## src/rtl/cic3_row_readout_serializer.sv

```systemverilog
// CIC3 filter row readout: shadow-captures all channel words on a strobe and
// serializes them MSB-first behind a sync header. Optional CIC3_READOUT_PARITY_EN.
module cic3_row_readout_serializer #(
  parameter int unsigned           NUM_FILTERS = 12,
  parameter int unsigned           DATA_WIDTH  = 25,
  parameter int unsigned           SYNC_WIDTH  = 8,
  parameter logic [SYNC_WIDTH-1:0] SYNC_WORD   = 8'hA5
) (
  input  logic                              clk,
  input  logic                              reset_n,
  input  logic [NUM_FILTERS*DATA_WIDTH-1:0] filt_data,
  input  logic                              sample_strobe,
  input  logic [NUM_FILTERS-1:0]            chan_en,
  input  logic                              overrun_clr,
  output logic                              sdo,
  output logic                              sdo_valid,
  output logic                              frame_sync,
  output logic                              busy,
  output logic                              overrun,
  output logic [7:0]                        frame_cnt
);

  localparam int unsigned CNT_MAX = (DATA_WIDTH > SYNC_WIDTH) ? DATA_WIDTH : SYNC_WIDTH;
  localparam int unsigned BW      = $clog2(CNT_MAX);
  localparam int unsigned CW      = (NUM_FILTERS > 1) ? $clog2(NUM_FILTERS) : 1;
  localparam logic [BW-1:0] SYNC_LAST = BW'(SYNC_WIDTH - 1);
  localparam logic [BW-1:0] DATA_LAST = BW'(DATA_WIDTH - 1);

`ifdef CIC3_READOUT_PARITY_EN
  typedef enum logic [1:0] {IDLE, SYNC, DATA, PAR} state_t;
`else
  typedef enum logic [1:0] {IDLE, SYNC, DATA} state_t;
`endif

  state_t                 state;
  logic [BW-1:0]          bit_cnt;
  logic [DATA_WIDTH-1:0]  shreg;
  logic [DATA_WIDTH-1:0]  shadow_word [NUM_FILTERS];
  logic [NUM_FILTERS-1:0] pend_en;
`ifdef CIC3_READOUT_PARITY_EN
  logic                   par_acc;
`endif

  logic                   found;
  logic [CW-1:0]          nxt_idx;
  logic [DATA_WIDTH-1:0]  nxt_word;
  logic                   last_bit;
  logic                   load_nxt;
  logic                   accept;
  logic                   drop;

  // pend_en holds the captured mask minus channels already started, so the
  // lowest set bit is always the next channel to send.
  always_comb begin
    found   = 1'b0;
    nxt_idx = '0;
    for (int unsigned i = NUM_FILTERS; i > 0; i--) begin
      if (pend_en[i-1]) begin
        found   = 1'b1;
        nxt_idx = CW'(i - 1);
      end
    end
  end

  assign nxt_word = shadow_word[nxt_idx];

  always_comb begin
    last_bit = 1'b0;
    load_nxt = 1'b0;
    case (state)
      SYNC: begin
        last_bit = (bit_cnt == SYNC_LAST) && !found;
        load_nxt = (bit_cnt == SYNC_LAST) && found;
      end
`ifdef CIC3_READOUT_PARITY_EN
      PAR: begin
        last_bit = !found;
        load_nxt = found;
      end
`else
      DATA: begin
        last_bit = (bit_cnt == DATA_LAST) && !found;
        load_nxt = (bit_cnt == DATA_LAST) && found;
      end
`endif
      default: ;
    endcase
  end

  assign accept = sample_strobe && ((state == IDLE) || last_bit);
  assign drop   = sample_strobe && (state != IDLE) && !last_bit;

  always_ff @(posedge clk) begin
    if (!reset_n) begin
      state      <= IDLE;
      bit_cnt    <= '0;
      shreg      <= '0;
      pend_en    <= '0;
      sdo        <= 1'b0;
      sdo_valid  <= 1'b0;
      frame_sync <= 1'b0;
      busy       <= 1'b0;
      overrun    <= 1'b0;
      frame_cnt  <= '0;
      for (int unsigned k = 0; k < NUM_FILTERS; k++) shadow_word[k] <= '0;
`ifdef CIC3_READOUT_PARITY_EN
      par_acc    <= 1'b0;
`endif
    end else begin
      frame_sync <= 1'b0;
      if (drop)             overrun <= 1'b1;
      else if (overrun_clr) overrun <= 1'b0;
      if (last_bit) frame_cnt <= frame_cnt + 1'b1;

      if (accept) begin
        for (int unsigned k = 0; k < NUM_FILTERS; k++)
          shadow_word[k] <= filt_data[k*DATA_WIDTH +: DATA_WIDTH];
        pend_en    <= chan_en;
        state      <= SYNC;
        bit_cnt    <= '0;
        sdo        <= SYNC_WORD[SYNC_WIDTH-1];
        shreg      <= {SYNC_WORD[SYNC_WIDTH-2:0], {(DATA_WIDTH-SYNC_WIDTH+1){1'b0}}};
        sdo_valid  <= 1'b1;
        busy       <= 1'b1;
        frame_sync <= 1'b1;
      end else if (last_bit) begin
        state     <= IDLE;
        sdo       <= 1'b0;
        sdo_valid <= 1'b0;
        busy      <= 1'b0;
      end else if (load_nxt) begin
        state            <= DATA;
        pend_en[nxt_idx] <= 1'b0;
        bit_cnt          <= '0;
        sdo              <= nxt_word[DATA_WIDTH-1];
        shreg            <= {nxt_word[DATA_WIDTH-2:0], 1'b0};
`ifdef CIC3_READOUT_PARITY_EN
        par_acc          <= nxt_word[DATA_WIDTH-1];
`endif
      end else if (state != IDLE) begin
`ifdef CIC3_READOUT_PARITY_EN
        if (state == DATA && bit_cnt == DATA_LAST) begin
          state <= PAR;
          sdo   <= par_acc;
        end else
`endif
        begin
          bit_cnt <= bit_cnt + 1'b1;
          sdo     <= shreg[DATA_WIDTH-1];
          shreg   <= {shreg[DATA_WIDTH-2:0], 1'b0};
`ifdef CIC3_READOUT_PARITY_EN
          par_acc <= par_acc ^ shreg[DATA_WIDTH-1];
`endif
        end
      end
    end
  end

endmodule

```

## config.mk

```make
export PLATFORM = sky130hd
export DESIGN_NAME = cic3_row_readout_serializer
export DESIGN_NICKNAME = d
export VERILOG_FILES = /design/src/rtl/cic3_row_readout_serializer.sv
export SDC_FILE = /design/constraint.sdc
export NUM_CORES = 1
export LEC_CHECK = 0
export CORE_ASPECT_RATIO = 0.8
export CORE_MARGIN = 4
export CORE_UTILIZATION = 60
export CTS_BUF_LIST = sky130_fd_sc_hd__clkbuf_8
export DETAILED_ROUTE_END_ITERATION = 6
export DONT_BUFFER_PORTS = 1
export HOLD_SLACK_MARGIN = 0.02
export PLACE_DENSITY = 0.88
export SLEW_MARGIN = 30
export SYNTH_ARGS = -nofsm -noshare
export SYNTH_HDL_FRONTEND = slang
export SYNTH_SLANG_ARGS = --single-unit
```

## constraint.sdc

```tcl
create_clock -name clk -period 11.4 [get_ports clk]
set_input_delay 2.28 -clock clk [delete_from_list [all_inputs] [get_ports clk]]
set_output_delay 2.28 -clock clk [all_outputs]
set_load 0.05 [all_outputs]
```

==> impl_metrics.toml <==
[synth]
ys_seq_area_frac = 0.622
synthAdderAreaFrac = 0.00308
syn_inst = 1355
yosys_warnings = 0
ys.flop_type = "edfxtp_1"
synth_edf_count = 300
ys_types = 69
synth_area_um2 = 16300
ys_ff_latch = 355
synth_compound_area_frac = 0.0860
synthArstFlopShare = 0
synthesis.nets = 1675
syn_area_per_cell_um2 = 12.0
synth_xor_area_frac = 0.00539
synth_top_family_by_area = "simple AND/OR/NAND/NOR gates"
synthSimpleGateAreaFrac = 0.198
muxShareOfSynthArea = 0.0505

[placement]
portBuffers = 0
gp_congestion = 0.984
post-place-ws_ns = 6.12
place_hpwl_um = 30800

[power_and_ir_drop]
power_density_nw_per_um2 = 167
vdd_drop_max_uv = 108
p_leak_nw = 7.16
seq_power_share = 0.536
intPower_mw = 2.08
swShare = 0.281
p_comb_frac = 0.141
clkPwrFrac = 0.323
p_switching_mw = 0.816

[clock_network]
numCtsBuffers = 52
cts_setup_buffers = 0
clock_sinks = 355
clk_pin_slew_worst_paths_ns = 0.06
cts_max_level = 2
clkLatencyLatePin_ns = 0.61
cts.hold.buffers_added = 0
ctsResizeCount = 0
tritoncts = "done"
cts_root_buffer = "clkbuf_8"
clock_path_buffers = 3

[worst_setup_path]
cp.arrival_ns = 4.66
cp-start-kind = "register"
worstPathRequired_ns = 11.63
crit_fanout = 147
endpoint_kind = "register"
worstSetupPathType = "reg -> reg"
critPathLaunch = "state[0]$_SDFFE_PN0P_"
reg2reg_from = "state[0]$_SDFFE_PN0P_"

[cells_and_area]
fillers = 1962
drive_above_1_share = 0.0890
area_growth_pct = 6.66
nets = 1625

[floorplan]
row_count = 53
ios = 329
fp.dieW_um = 192
die_area_um2 = 29800
coreArea_um2 = 26500
start_util = 0.614
die_y_um = 155

[timing]
post-route-period-util = 0.389
hold_viol_final = 0
setup-tns-final_ns = 0
tightestPinTransition_ns = 0.973
skew_ns = 0.0353
fmax_ghz = 0.226
final.min_clock_period_ns = 4.43
finalSetupViolCount = 0
rsz0062_at_grt = "no"
setup_slack_ns = 6.97
timing.slew.headroom = 0.349
drv_slew = 0

[global_routing]
grt_max_degree = 331
overflow = 0
grt.total_usage = 0.291
grt_pass1_wl_um = 64900
grt_pass1_vias = 10600
antenna_found_initial = 11

[detailed_routing]
wl_per_cell_um = 26.0
drcViolationCount = 0
ant_nets = 0
vias_per_cell = 6.39
num_vias = 11000
routed_wirelength_um = 44700
drt_pre_antenna_iters = 6
drtIter0Drc = 1387

[job]
cap_viol_max_count = 0

[worst_hold_path]
min_from = "shreg[1]$_SDFFE_PP0P_"
min_path_type = "reg -> reg"

[status]
status = "complete, no violations"
==> metrics by stage <==
stage	utilization	power (mW)	hold slack, ns	instances	instance area [um2]
after detailed placement	0.617	1.97	0.449	1607	16300
after global routing	0.655	3.01	0.480	1712	17300
after floorplan	-	1.86	0.437	1355	16300
after CTS	0.652	2.90	0.458	1705	17300
final	0.655	2.90	0.457	1719	17300
after global placement	0.616	1.97	0.448	1607	16300
==> logic make-up after synthesis <==
family	Yosys count
and+or+nand+nor	584
DFF	355
AOI/OAI and AO/OA	193
buffers and inverters	129
muxes	80
xor gates and xnor gates	10
adders and majority gates	4
==> layout make-up <==
| type | count | area, um2 | area share |
|---|---|---|---|
| clock buffers | 54 | 743 | 0.0429 |
| repair buffers | 15 | 144 | 0.00830 |
| multi-input cells | 871 | 5610 | 0.324 |
| diodes | 13 | 32.5 | 0.00188 |
| well taps | 357 | 447 | 0.0258 |
| inverters | 10 | 50.0 | 0.00289 |
| flip-flops and latches | 355 | 10100 | 0.583 |
| clock inverters | 44 | 198 | 0.0114 |
==> final timing paths <==
| path | slack (ns) | endpoint | depth (start not counted) |
|---|---|---|---|
| min reg2reg | 0.46 | shreg[1]$_SDFFE_PP0P_ | 2 |
| max reg2reg | 6.97 | shadow_word[3][3]$_SDFFCE_PN0P_ | 9 |
| max | 6.97 | shadow_word[3][3]$_SDFFCE_PN0P_ | 9 |
| min | 0.46 | shreg[1]$_SDFFE_PP0P_ | 2 |
==> sequential cells by signal (all words and copies together) (netlist names) <==
| register | flops |
|---|---|
| bit_cnt | 5 |
| busy | 1 |
| frame_cnt | 8 |
| frame_sync | 1 |
| overrun | 1 |
| pend_en | 12 |
| sdo | 1 |
| shadow_word | 300 |
| shreg | 24 |
| state | 2 |
==> power groups by stage <==
stage / combinational, mW / sequential [mW] / clock, mW
final: 0.409 / 1.55 / 0.936
after detailed placement: 0.394 / 1.58 / 0
after CTS: 0.395 / 1.55 / 0.949
after global routing: 0.434 / 1.56 / 1.01
after floorplan: 0.294 / 1.57 / 0
after global placement: 0.390 / 1.58 / 0
==> layer usage <==
layer,GRT usage,vias to the layer above,routed length [um]
li1,-,5021,-
met1,0.427,5181,18500
met2,0.390,659,18400
met3,0.128,107,6380
met4,0.0957,10,1400
met5,0,-,48
==> placed cells by master (no fill, tap or decap), drive strengths merged, types with 8 or more instances in the layout <==
master  count
a22o       11
clkinv     23
and2       60
and3      258
o21ai      29
inv        29
diode      13
a21oi      40
nor4       14
o211ai      9
clkbuf     54
mux2i      64
a221oi     19
o22ai       8
a31oi      12
nand3      39
dfxtp      55
nand2     146
edfxtp    300
a21boi     13
mux2       16
buf        15
nor2       30
nand4       8
==> cell usage after synthesis, types with 12 or more instances <==
| library cell | count | share of area |
|---|---|---|
| a31oi_1 | 12 | 0.0046 |
| and2_1 | 60 | 0.023 |
| buf_4 | 12 | 0.0055 |
| edfxtp_1 | 300 | 0.55 |
| nand3_1 | 39 | 0.012 |
| mux2i_1 | 64 | 0.039 |
| and3_1 | 258 | 0.099 |
| nand2_1 | 146 | 0.034 |
| a221oi_1 | 16 | 0.0086 |
| a21oi_1 | 37 | 0.011 |
| buf_2 | 20 | 0.0062 |
| dfxtp_1 | 55 | 0.068 |
| clkbuf_1 | 82 | 0.019 |
| mux2_2 | 15 | 0.010 |
| nor2_1 | 28 | 0.0065 |
| o21ai_0 | 24 | 0.0074 |
==> critical path: stages (launching register included) <==
cell,delay (ns)
dfxtp_1,0.33
inv_1,0.07
ha_1,0.21
or4b_1,0.46
o22ai_1,0.23
and4_1,0.63
o21ai_2,0.32
and2_1,0.41
clkinv_8,0.56
buf_6,0.69
No activity file was read; power rests on OpenSTA's default activity.
